===== src/rtl/pcie_tx_credit_gate.sv =====
// PCIe TX flow-control credit gate: per-type P/NP/CPL limits, consumed counters, req/gnt gating.
// Optional per-type stall-cycle statistics are enabled by defining TX_CREDIT_STALL_STATS_EN.
module pcie_tx_credit_gate #(
  parameter int HDR_W  = 8,
  parameter int DAT_W  = 12,
  parameter int STAT_W = 16
) (
  input  logic                i_Clk,
  input  logic                i_SClr,
  input  logic                i_LimLoad,
  input  logic [3*HDR_W-1:0]  i_LimHdr,
  input  logic [3*DAT_W-1:0]  i_LimDat,
  input  logic [5:0]          i_LimInf,
  input  logic [5:0]          i_HipCons1,
  input  logic                i_ReqVal,
  input  logic [1:0]          i_ReqType,
  input  logic [DAT_W-1:0]    i_ReqDat,
  output logic                o_ReqGnt,
  output logic [3*HDR_W-1:0]  o_ConsHdr,
  output logic [3*DAT_W-1:0]  o_ConsDat,
  output logic [3*HDR_W-1:0]  o_AvailHdr,
  output logic [3*DAT_W-1:0]  o_AvailDat,
  output logic [3*STAT_W-1:0] o_StallCnt
);

  typedef enum logic [1:0] {
    S_IDLE  = 2'd0,
    S_CHECK = 2'd1,
    S_GRANT = 2'd2
  } state_t;

  localparam logic [HDR_W-1:0] HDR_HALF = {1'b1, {(HDR_W-1){1'b0}}};
  localparam logic [DAT_W-1:0] DAT_HALF = {1'b1, {(DAT_W-1){1'b0}}};

  state_t state_q, state_d;
  logic [1:0]       type_q, type_d;
  logic [DAT_W-1:0] need_q, need_d;

  logic [2:0][HDR_W-1:0] lim_hdr_q, lim_hdr_d;
  logic [2:0][DAT_W-1:0] lim_dat_q, lim_dat_d;
  logic [5:0]            inf_q, inf_d;
  logic [2:0][HDR_W-1:0] cons_hdr_q, cons_hdr_d;
  logic [2:0][DAT_W-1:0] cons_dat_q, cons_dat_d;

  logic [2:0] type_oh;
  logic [2:0] hdr_ok;
  logic [2:0] dat_ok;
  logic [2:0] suff_vec;
  logic       suff;
  logic       grant_now;
  logic       stall_now;
  logic [2:0] commit;

  logic [HDR_W-1:0] hdr_rem [3];
  logic [DAT_W-1:0] dat_rem [3];

  // Reserved type 3 decodes to no lane, so it can never be sufficient.
  assign type_oh = {type_q == 2'd2, type_q == 2'd1, type_q == 2'd0};

  always_comb begin
    for (int t = 0; t < 3; t++) begin
      hdr_rem[t]  = lim_hdr_q[t] - (cons_hdr_q[t] + {{(HDR_W-1){1'b0}}, 1'b1});
      dat_rem[t]  = lim_dat_q[t] - (cons_dat_q[t] + need_q);
      hdr_ok[t]   = inf_q[t] | (hdr_rem[t] <= HDR_HALF);
      dat_ok[t]   = inf_q[3+t] | (dat_rem[t] <= DAT_HALF);
      suff_vec[t] = hdr_ok[t] & ((need_q == '0) | dat_ok[t]);
    end
  end

  assign suff = |(suff_vec & type_oh);

  always_comb begin
    state_d   = state_q;
    type_d    = type_q;
    need_d    = need_q;
    grant_now = 1'b0;
    stall_now = 1'b0;
    unique case (state_q)
      S_IDLE: begin
        if (i_ReqVal) begin
          state_d = S_CHECK;
          type_d  = i_ReqType;
          need_d  = i_ReqDat;
        end
      end
      S_CHECK: begin
        if (suff) begin
          state_d   = S_GRANT;
          grant_now = 1'b1;
        end else begin
          stall_now = 1'b1;
        end
      end
      S_GRANT: state_d = S_IDLE;
      default: state_d = S_IDLE;
    endcase
  end

  assign commit = type_oh & {3{grant_now}};

  // Grant commit and HIP single-credit consume land in the same step.
  always_comb begin
    for (int t = 0; t < 3; t++) begin
      cons_hdr_d[t] = cons_hdr_q[t]
                    + {{(HDR_W-1){1'b0}}, commit[t]}
                    + {{(HDR_W-1){1'b0}}, i_HipCons1[t]};
      cons_dat_d[t] = cons_dat_q[t]
                    + (commit[t] ? need_q : '0)
                    + {{(DAT_W-1){1'b0}}, i_HipCons1[3+t]};
    end
  end

  always_comb begin
    lim_hdr_d = lim_hdr_q;
    lim_dat_d = lim_dat_q;
    inf_d     = inf_q;
    if (i_LimLoad) begin
      lim_hdr_d = i_LimHdr;
      lim_dat_d = i_LimDat;
      inf_d     = i_LimInf;
    end
  end

  always_ff @(posedge i_Clk) begin
    if (i_SClr) begin
      state_q    <= S_IDLE;
      type_q     <= '0;
      need_q     <= '0;
      lim_hdr_q  <= '0;
      lim_dat_q  <= '0;
      inf_q      <= '0;
      cons_hdr_q <= '0;
      cons_dat_q <= '0;
    end else begin
      state_q    <= state_d;
      type_q     <= type_d;
      need_q     <= need_d;
      lim_hdr_q  <= lim_hdr_d;
      lim_dat_q  <= lim_dat_d;
      inf_q      <= inf_d;
      cons_hdr_q <= cons_hdr_d;
      cons_dat_q <= cons_dat_d;
    end
  end

  assign o_ReqGnt  = (state_q == S_GRANT);
  assign o_ConsHdr = cons_hdr_q;
  assign o_ConsDat = cons_dat_q;

  always_comb begin
    for (int t = 0; t < 3; t++) begin
      o_AvailHdr[t*HDR_W +: HDR_W] =
        inf_q[t] ? {HDR_W{1'b1}} : lim_hdr_q[t] - cons_hdr_q[t];
      o_AvailDat[t*DAT_W +: DAT_W] =
        inf_q[3+t] ? {DAT_W{1'b1}} : lim_dat_q[t] - cons_dat_q[t];
    end
  end

`ifdef TX_CREDIT_STALL_STATS_EN
  logic [2:0][STAT_W-1:0] stall_q, stall_d;

  always_comb begin
    for (int t = 0; t < 3; t++) begin
      stall_d[t] = stall_q[t];
      if (stall_now && type_oh[t] && !(&stall_q[t])) begin
        stall_d[t] = stall_q[t] + {{(STAT_W-1){1'b0}}, 1'b1};
      end
    end
  end

  always_ff @(posedge i_Clk) begin
    if (i_SClr) begin
      stall_q <= '0;
    end else begin
      stall_q <= stall_d;
    end
  end

  assign o_StallCnt = stall_q;
`else
  logic unused_stall;
  assign unused_stall = stall_now;
  assign o_StallCnt   = '0;
`endif

endmodule


===== config.mk =====
export PLATFORM = sky130hd
export DESIGN_NAME = pcie_tx_credit_gate
export DESIGN_NICKNAME = d
export VERILOG_FILES = /design/src/rtl/pcie_tx_credit_gate.sv
export SDC_FILE = /design/constraint.sdc
export NUM_CORES = 1
export LEC_CHECK = 0
export ABC_AREA = 1
export CAP_MARGIN = 10
export CELL_PAD_IN_SITES_DETAIL_PLACEMENT = 0
export CELL_PAD_IN_SITES_GLOBAL_PLACEMENT = 1
export CORE_MARGIN = 8
export CORE_UTILIZATION = 34
export CTS_BUF_LIST = sky130_fd_sc_hd__clkbuf_2 sky130_fd_sc_hd__clkbuf_4 sky130_fd_sc_hd__clkbuf_8
export DETAILED_ROUTE_END_ITERATION = 10
export PLACE_DENSITY_LB_ADDON = 0.3
export SLEW_MARGIN = 20
export SYNTH_ARGS = -nofsm -noshare
export SYNTH_HDL_FRONTEND = slang
export SYNTH_SLANG_ARGS = --single-unit

===== constraint.sdc =====
create_clock -name i_Clk -period 4.85 [get_ports i_Clk]
set_clock_uncertainty 0.2 [all_clocks]
set_input_delay 1.2125 -clock i_Clk [delete_from_list [all_inputs] [get_ports i_Clk]]
set_output_delay 1.2125 -clock i_Clk [all_outputs]
set_load 0.005 [all_outputs]

# Word level (Yosys, flattened, before mapping)
# Index checks and enable logic that the tools add are counted.
# Widths: inputs -> output; s select.
# word_totals
reg_bits	142
wordCells	92
input_bits	90
# classes
add_sub_neg	30
mux	14
n_eq_ne	6
n_lt_le_gt_ge	6
bitwise_logic	14
n_reduce_logical	6
# ops
op	n
$add 12x12->12	6
$mux 12	6
$sub 12x12->12	6
$add 8x1->8	6
$sub 8x8->8	6
$add 12x1->12	3
$le 12x12->1 const B	3
$add 8x1->8 const B	3
$le 8x8->1 const B	3
$mux 8	3
$logic_not 12->1	1
$or 1x1->1	9
$and 3x3->3	2
$eq 2x1->1 const B	2
$eq 2x2->1 const B	2
$logic_not 2->1	2
$mux 2	2
$ne 2x2->1 const B	2
$pmux 2 s2	1
$reduce_and 2->1	2
$and 1x1->1	3
$reduce_or 3->1	1
$mux 1	2

# Depth between registers and ports, before layout
# Gate-level depths: netlist of run 1.
# logic_depth
word_depth	14
ltp_mapped	42
ltp_nobuf	41

# Worst setup path before layout of run 1
# Ideal clock, no wire load.
# synth_path
path_type	register to register
start	register need_q[0]
end	register cons_dat_q, in the netlist o_ConsDat[34]
required_ns	4.586
stages_incl_launch_ff	38
arrival_time_ns	5.035
synth_period_minus_slack_ns	5.299
slack_ns	-0.449
cell_sequence	dfxtp_1 > inv_1 > fa_1 > inv_1 > ha_1 > inv_1 > nand2_1 > inv_1 > fa_1 > inv_1 > nand2_1 > nand2_1 > nand3_1 > nand2_1 > nand2_1 > nand2_1 > xor2_1 > nand3_1 > [2 not listed] > nand3_2 > nand3_2 > buf_2 > nor2_1 > fa_1 > fa_1 > nand2_1 > inv_1 > o21ai_0 > a21oi_1 > o21ai_0 > a21oi_1 > o21ai_0 > a21oi_1 > o21a_1 > o21ai_0 > nand2_1 > nor2_1
# synth_between
elab_chain_len	14
# synth_rtl
element	line_no	text
from (decl)	37	logic [DAT_W-1:0] need_q, need_d;
from (signal assigned)	137	need_q <= need_d;
$add 12x12->12	63	dat_rem[t] = lim_dat_q[t] - (cons_dat_q[t] + need_q);
$sub 12x12->12	63	
$le 12x12->1	65	dat_ok[t] = inf_q[3+t] | (dat_rem[t] <= DAT_HALF);
$or 1x1->1	65	
$or 1x1->1	66	suff_vec[t] = hdr_ok[t] & ((need_q == '0) | dat_ok[t]);
$and 1x1->1	66	
$and 3x3->3	70	assign suff = |(suff_vec & type_oh);
$reduce_or 3->1	70	
$mux 1	87	if (suff) begin
$mux 1	78	unique case (state_q)
$and 3x3->3	99	assign commit = type_oh & {3{grant_now}};
$mux 12 (*)	108	+ (commit[t] ? need_q : '0)
$add 12x12->12 (*)	108	
$add 12x1->12 (*)	109	+ {{(DAT_W-1){1'b0}}, i_HipCons1[3+t]};
to (signal assigned)	142	cons_dat_q <= cons_dat_d;
to (decl)	43	logic [2:0][DAT_W-1:0] cons_dat_q, cons_dat_d;
# Mark *: on every way between the ends. The rest lies on a longest branch, timed or not.
# A chain may end at the register's enable or synchronous reset.

# Final worst setup path of run 1
# layout_path
start	register need_q[0]
end	register cons_dat_q, in the netlist o_ConsDat[22]
# Same word-level chain as after synthesis.

==> results.py, run 1 <==
metrics = {
    "pwr": {
        "switching_share": 0.399,
        "power.density_nw_per_um2": 282,
        "combinationalPowerShare": 0.539,
        "p_int_w": 0.00305,
        "ir_drop_uv": 225,
        "p_leak_nw": 8.61,
        "p_switching_w": 0.00203,
        "seqPwrFrac": 0.257,
        "p_clk_frac": 0.204,
    },
    "run_status": {
        "violations": "negative setup slack",
        "run_status": "finished with violations",
    },
    "timing": {
        "hold_violations": 0,
        "rsz0062_at_grt": "yes",
        "final.setup.tns_ns": -3.98,
        "fmax_mhz": 189,
        "fin_crit_ns": 5.30,
        "slew_headroom": 0.297,
        "worst_slack_ns": -0.454,
        "post-route-period-util": 1.09,
        "setup_viol": 13,
        "final_max_slew_viol_count": 0,
        "whs_ns": 0.281,
        "tightest_slew_ns": 1.05,
    },
    "cells_and_area": {
        "stdcell_count": 2777,
        "synthToLayoutAreaGrowth_pct": 42.3,
        "layout-drive-gt1-share": 0.198,
        "final_cell_mix": "inv_1, nand2_1, buf_4",
        "antennaDiodeCount": 0,
        "layout_commonest_cell": "inv_1",
        "fillers": 3717,
        "final_nets": 2567,
    },
    "synth": {
        "yosysUniqueCellTypes": 43,
        "ys_ff_latch": 142,
        "syn_inst": 1870,
        "synthDominantCellAreaShare": 0.225,
        "synth_area_leader_cell": "dfxtp_1",
        "yosys_warnings": 0,
        "synth_area_um2": 12600,
        "syn_area_per_cell_um2": 6.76,
        "ys_seq_area_frac": 0.225,
        "synth.area.top_cells": "dfxtp_1, ha_1, inv_1",
    },
    "clock_tree": {
        "tritoncts": "built",
        "cts_root_buf": "clkbuf_8",
        "ctsHtreeMaxLevel": 4,
        "cts_buffers": 17,
        "clkTransAtPathRegs_ns": 0.09,
        "hold_buffers": 0,
        "cts.sinks": 142,
        "clk_latency_ns": 0.49,
        "cts_buffer_depth": 2,
    },
    "global_routing": {
        "gr-total-overflow": 0,
        "grt_pass1_wl_um": 69600,
        "grt_pass1_vias": 13068,
        "grt_max_degree": 47,
        "antenna_found_initial": 7,
        "grt_usage": 0.199,
    },
    "critical_path": {
        "cp_slowest_stage_delay_ns": 0.47,
        "end_kind": "flip-flop",
        "reg2reg_setup_slack_ns": -0.45,
        "rr_worst_depth": 39,
        "worstPathRequired_ns": 5.03,
        "cpMostUsedCell": "nand2_1",
        "cp_max_fo": 4,
        "r2r_end": "o_ConsDat[22]",
        "startpoint_type": "flip-flop",
        "worst-setup-path-type": "reg2reg",
        "critPathSlowestCell": "fa_1",
        "r2r_start": "need_q[0]",
        "cp_data_arrival_time_ns": 5.48,
    },
    "routing": {
        "routed_wl_um": 44900,
        "antenna_left": 0,
        "vias": 13120,
        "drt_pass1_iterations": 5,
        "drc_errors": 0,
        "drt_iter0_drc": 627,
        "post_drt_wl_per_cell_um": 16.2,
        "viasPerCell": 4.72,
    },
    "placement": {
        "port_buffers": 210,
        "dp_hpwl_um": 35800,
        "routabilityCongestion": 0.881,
        "dp_cells": 2696,
    },
    "floorplan": {
        "dieArea_um2": 43600,
        "fp.coreArea_um2": 36600,
        "die_x_um": 209,
        "die_y_um": 209,
        "num_rows": 70,
        "ios": 259,
        "start_util": 0.345,
    },
    "min_path": {
        "min_from": "type_q[0]",
        "hold_path_depth": 2,
        "min_to": "type_q[0]",
        "min_path_type": "reg2reg",
    },
    "job": {
        "drv_cap": 0,
    },
}
worst max path at each step:
stage,startpoint,end,depth (start not counted)
floorplan,o_ConsDat[24],o_ConsDat[10],40
global placement,need_q[0],o_ConsDat[34],34
detailed placement,need_q[0],o_ConsDat[10],38
CTS,need_q[0],o_ConsDat[11],36
global route,need_q[2],o_ConsDat[22],34
finish,need_q[0],o_ConsDat[22],39
kinds of logic (layout without fill, tap and decap cells):
logic type	Yosys count	in the layout	share of synthesized area
AOI/OAI and AO/OA	400	400	0.166
xor gates and xnor gates	44	44	0.0305
adders and majority gates	180	180	0.208
buffers and inverters	435	827	0.145
DFF	142	142	0.225
other	1	48	0.000297
and+or+nand+nor	668	668	0.225
state kept, by name, indices dropped and copies added, names as in the netlist:
name and count:
inf_q 6, lim_hdr_q 24, state_q 2, type_q 2, need_q 12, o_ConsHdr 24, o_ConsDat 36, lim_dat_q 36
per-stage QoR:
stage | cell area [µm²] | worst slack [ns] | total power [W] | utilization
finish | 18000 | -0.454 | 0.00508 | 0.492
global route | 18000 | -0.845 | 0.00551 | 0.492
CTS | 17400 | -0.338 | 0.00504 | 0.476
detailed placement | 16600 | -0.524 | 0.00388 | 0.452
global placement | 16600 | -0.434 | 0.00387 | 0.452
floorplan | 12900 | -0.0305 | 0.00283 | -
routing by layer:
layer | wire length (µm) | vias to the layer above | GRT usage
li1 | - | 6739 | -
met1 | 19700 | 6044 | 0.239
met2 | 22100 | 271 | 0.354
met3 | 2290 | 54 | 0.0489
met4 | 731 | 12 | 0.0469
met5 | 80 | - | 0
power by group through the flow:
stage               Combinational, W  Clock, W  Sequential (W)
detailed placement           0.00255         0         0.00133
finish                       0.00274   0.00104         0.00131
CTS                          0.00267   0.00107         0.00131
floorplan                    0.00149         0         0.00134
global placement             0.00254         0         0.00133
global route                 0.00308   0.00111         0.00132
layout make-up:
class / count / area, µm² / area share
Tap cell: 468 / 586 / 0.0325
Inverter: 346 / 1310 / 0.0726
Timing Repair Buffer: 450 / 4060 / 0.226
Clock inverter: 11 / 141 / 0.00786
Sequential cell: 142 / 2860 / 0.159
Clock buffer: 20 / 263 / 0.0146
Multi-Input combinational cell: 1340 / 8780 / 0.488
cells in the mapped netlist (all sizes together):
cell	instances
inv	344
nand2	303
nor2	216
a21oi	185
o21ai	173
dfxtp	142
ha	129
nand3	82
buf	57
fa	51
clkbuf	32
xor2	30
nor3	28
nand4	15
xnor2	14
or2	12
o21bai	10
a31oi	9
nand3b	9
a21o	8
o21a	8
a21boi	5
clkinv	2
o31ai	2
and2	1
conb	1
nor2b	1
nor4	1
critical path, delay by kind of cell (launching register included):
family,cells,cell delay [ns]
adder cells (fa/ha/maj),5,1.79
buffers and inverters,7,0.60
flip-flops,1,0.34
AO/OA/AOI/OAI,7,0.79
AND/OR/NAND/NOR,20,1.50
what timing repair did:
item | in CTS | in global routing
pin swaps | 24 | 56
buffers inserted | 34 | 23
setup endpoints to repair | 23 | 37
gates resized for setup | 71 | 122
endpoints found under the hold margin | 0 | 0
Power figures use the tool's default switching activity.
==> inputs of run 2 (changes only) <==
--- a/config.mk
+++ b/config.mk
@@ -10,7 +10,7 @@
 export CELL_PAD_IN_SITES_DETAIL_PLACEMENT = 0
 export CELL_PAD_IN_SITES_GLOBAL_PLACEMENT = 1
 export CORE_MARGIN = 8
-export CORE_UTILIZATION = 34
+export CORE_UTILIZATION = 38
 export CTS_BUF_LIST = sky130_fd_sc_hd__clkbuf_2 sky130_fd_sc_hd__clkbuf_4 sky130_fd_sc_hd__clkbuf_8
 export DETAILED_ROUTE_END_ITERATION = 10
 export PLACE_DENSITY_LB_ADDON = 0.3
==> constraint.sdc (replaced) <==
create_clock -name i_Clk -period 5.1 [get_ports i_Clk]
set_clock_uncertainty 0.2 [all_clocks]
set_input_delay 1.275 -clock i_Clk [delete_from_list [all_inputs] [get_ports i_Clk]]
set_output_delay 1.275 -clock i_Clk [all_outputs]
set_load 0.005 [all_outputs]
==> run 2 against run 1 <==
Net effect: the flow still finishes with violations (negative setup slack); power down 7.2%; critical endpoint is now o_ConsDat[34]; flip-flop and latch count unchanged; combinational power shrank 12%; non-clock buffer count fell by 82; maximum frequency increased by 0.96%; worst setup slack gained 0.30 ns; first-iteration DRC count increased by 5.9%; cell count shrank 3.6%; global-route usage grew 1.6 points.
==> results.py, run 2 (synthesis results as in run 1) <==
metrics = {
    "job": {
        "drv_cap": 0,
    },
    "cells_and_area": {
        "final_nets": 2485,
        "layout_commonest_cell": "inv_1",
        "layout-drive-gt1-share": 0.145,
        "final_cell_mix": "inv_1, nand2_1, clkdlybuf4s50_1",
        "synthToLayoutAreaGrowth_pct": 34.6,
        "fillers": 3343,
        "multi_input_area_um2": 8500,
        "register_area_um2": 2850,
    },
    "min_path": {
        "hold_path_depth": 2,
        "min_to": "lim_hdr_q[8]",
        "min_from": "lim_hdr_q[8]",
        "min_path_type": "reg2reg",
    },
    "critical_path": {
        "cp_slowest_stage_delay_ns": 0.54,
        "rr_worst_depth": 37,
        "worst-setup-path-type": "reg2reg",
        "reg2reg_setup_slack_ns": -0.15,
        "critPathSlowestCell": "fa_1",
        "cp_data_arrival_time_ns": 5.48,
        "cp_max_fo": 5,
        "end_kind": "flip-flop",
        "startpoint_type": "flip-flop",
        "worstPathRequired_ns": 5.33,
        "r2r_end": "o_ConsDat[34]",
        "startpoint": "need_q[0]",
        "r2r_start": "need_q[0]",
        "cpMostUsedCell": "nand2_1",
    },
    "global_routing": {
        "grt_pass1_wl_um": 66900,
        "gr-total-overflow": 0,
        "grt_pass1_vias": 12787,
        "grt_usage": 0.215,
        "antenna_found_initial": 7,
        "grt_max_degree": 45,
    },
    "clock_tree": {
        "cts_buffers": 17,
        "tritoncts": "built",
        "cts_root_buf": "clkbuf_8",
        "cts.sinks": 142,
        "cts_buffer_depth": 2,
        "ctsHtreeMaxLevel": 4,
        "clkTransAtPathRegs_ns": 0.10,
        "clk_latency_ns": 0.50,
        "hold_buffers": 0,
    },
    "routing": {
        "drt_pass1_iterations": 5,
        "routed_wl_um": 42600,
        "drt_iter0_drc": 664,
        "post_drt_wl_per_cell_um": 15.9,
        "antenna_left": 0,
        "vias": 12886,
        "viasPerCell": 4.81,
        "drc_errors": 0,
    },
    "timing": {
        "fmax_mhz": 190,
        "hold_violations": 0,
        "setup_viol": 7,
        "worst_slack_ns": -0.154,
        "slew_headroom": 0.350,
        "post-route-period-util": 1.03,
        "rsz0062_at_grt": "yes",
        "fin_crit_ns": 5.25,
        "tightest_slew_ns": 0.972,
        "final_max_slew_viol_count": 0,
        "whs_ns": 0.281,
    },
    "floorplan": {
        "dieArea_um2": 39400,
        "die_x_um": 198,
        "fp.coreArea_um2": 33100,
        "die_y_um": 198,
        "ios": 259,
        "start_util": 0.382,
        "num_rows": 67,
    },
    "placement": {
        "port_buffers": 210,
        "dp_hpwl_um": 33900,
        "routabilityCongestion": 0.889,
    },
    "run_status": {
        "run_status": "finished with violations",
        "violations": "negative setup slack",
    },
    "pwr": {
        "ir_drop_uv": 183,
        "p_leak_nw": 8.18,
        "power.density_nw_per_um2": 277,
        "power_w": 0.00471,
    },
}
## run 2: changes by cell type in the layout (fill, tap and decap cells not counted), moves of 6 or more
| cell | previous run | this run |
|---|---|---|
| a21oi_2 | 19 | 13 |
| nor2_1 | 182 | 193 |
| inv_1 | 323 | 331 |
| nor2_4 | 16 | 6 |
| inv_2 | 17 | 11 |
| a21oi_1 | 165 | 172 |
| o21ai_0 | 135 | 146 |
| buf_4 | 223 | 149 |
| o21ai_2 | 20 | 14 |
## run 2: timing repair
| action | CTS | global route |
|---|---|---|
| buffers inserted | 17 | 13 |
| resized for setup | 67 | 65 |
| pin swaps | 21 | 35 |
| endpoints found under the hold margin | 0 | 0 |
| endpoints found under the setup margin | 17 | 22 |
| gates cloned | 0 | 0 |
## run 2: worst max-delay path, delay by kind of cell (launching register included)
| kind | cells | cell delay, ns |
|---|---|---|
| AOI/OAI and AO/OA | 8 | 1.08 |
| adders and majority gates | 5 | 1.84 |
| buffers and inverters | 6 | 0.47 |
| DFF | 1 | 0.39 |
| and+or+nand+nor | 18 | 1.21 |
## run 2: power by group
group	internal (W)	switching [W]	total, W
clock	0.000501	0.000549	0.00105
combinational	0.00110	0.00132	0.00242
sequential	0.00118	0.0000669	0.00125
## run 2: how the worst max path moves through the flow
| stage | slack [ns] | endpoint | cells after the start |
|---|---|---|---|
| after CTS | -0.09 | o_ConsDat[10] | 40 |
| after floorplan | 0.006 | o_ConsDat[34] | 36 |
| final | -0.15 | o_ConsDat[34] | 37 |
| after global placement | -0.27 | o_ConsDat[34] | 36 |
| after detailed placement | -0.40 | o_ConsDat[34] | 37 |
| after global routing | -0.51 | o_ConsDat[34] | 37 |
## run 2: area by class of cell
type | instances | share of cell area
multi-input combinational | 1340 | 0.499
clock buffer | 17 | 0.0137
antenna | 2 | 0.000294
inverter | 346 | 0.0768
timing repair buffer | 368 | 0.198
clock inverter | 15 | 0.0117
sequential | 142 | 0.168
tap | 448 | 0.0329
## run 2: routing by layer
layer	track usage	routed length, µm	up-vias
met4	0.0631	798	10
met1	0.263	18500	5908
met3	0.0511	2590	60
met5	0	76	-
met2	0.372	20700	330
li1	-	-	6578
## run 2: metrics by stage
stage | setup WS, ns | TNS (ns) | utilization | cells | area (µm²)
global placement | -0.267 | -1.33 | 0.482 | 2614 | 16000
global route | -0.509 | -3.93 | 0.514 | 2678 | 17000
detailed placement | -0.402 | -2.74 | 0.482 | 2614 | 16000
finish | -0.154 | -0.432 | 0.514 | 2678 | 17000
floorplan | 0.00554 | 0 | - | 1917 | 12800
CTS | -0.0878 | -0.310 | 0.505 | 2663 | 16700
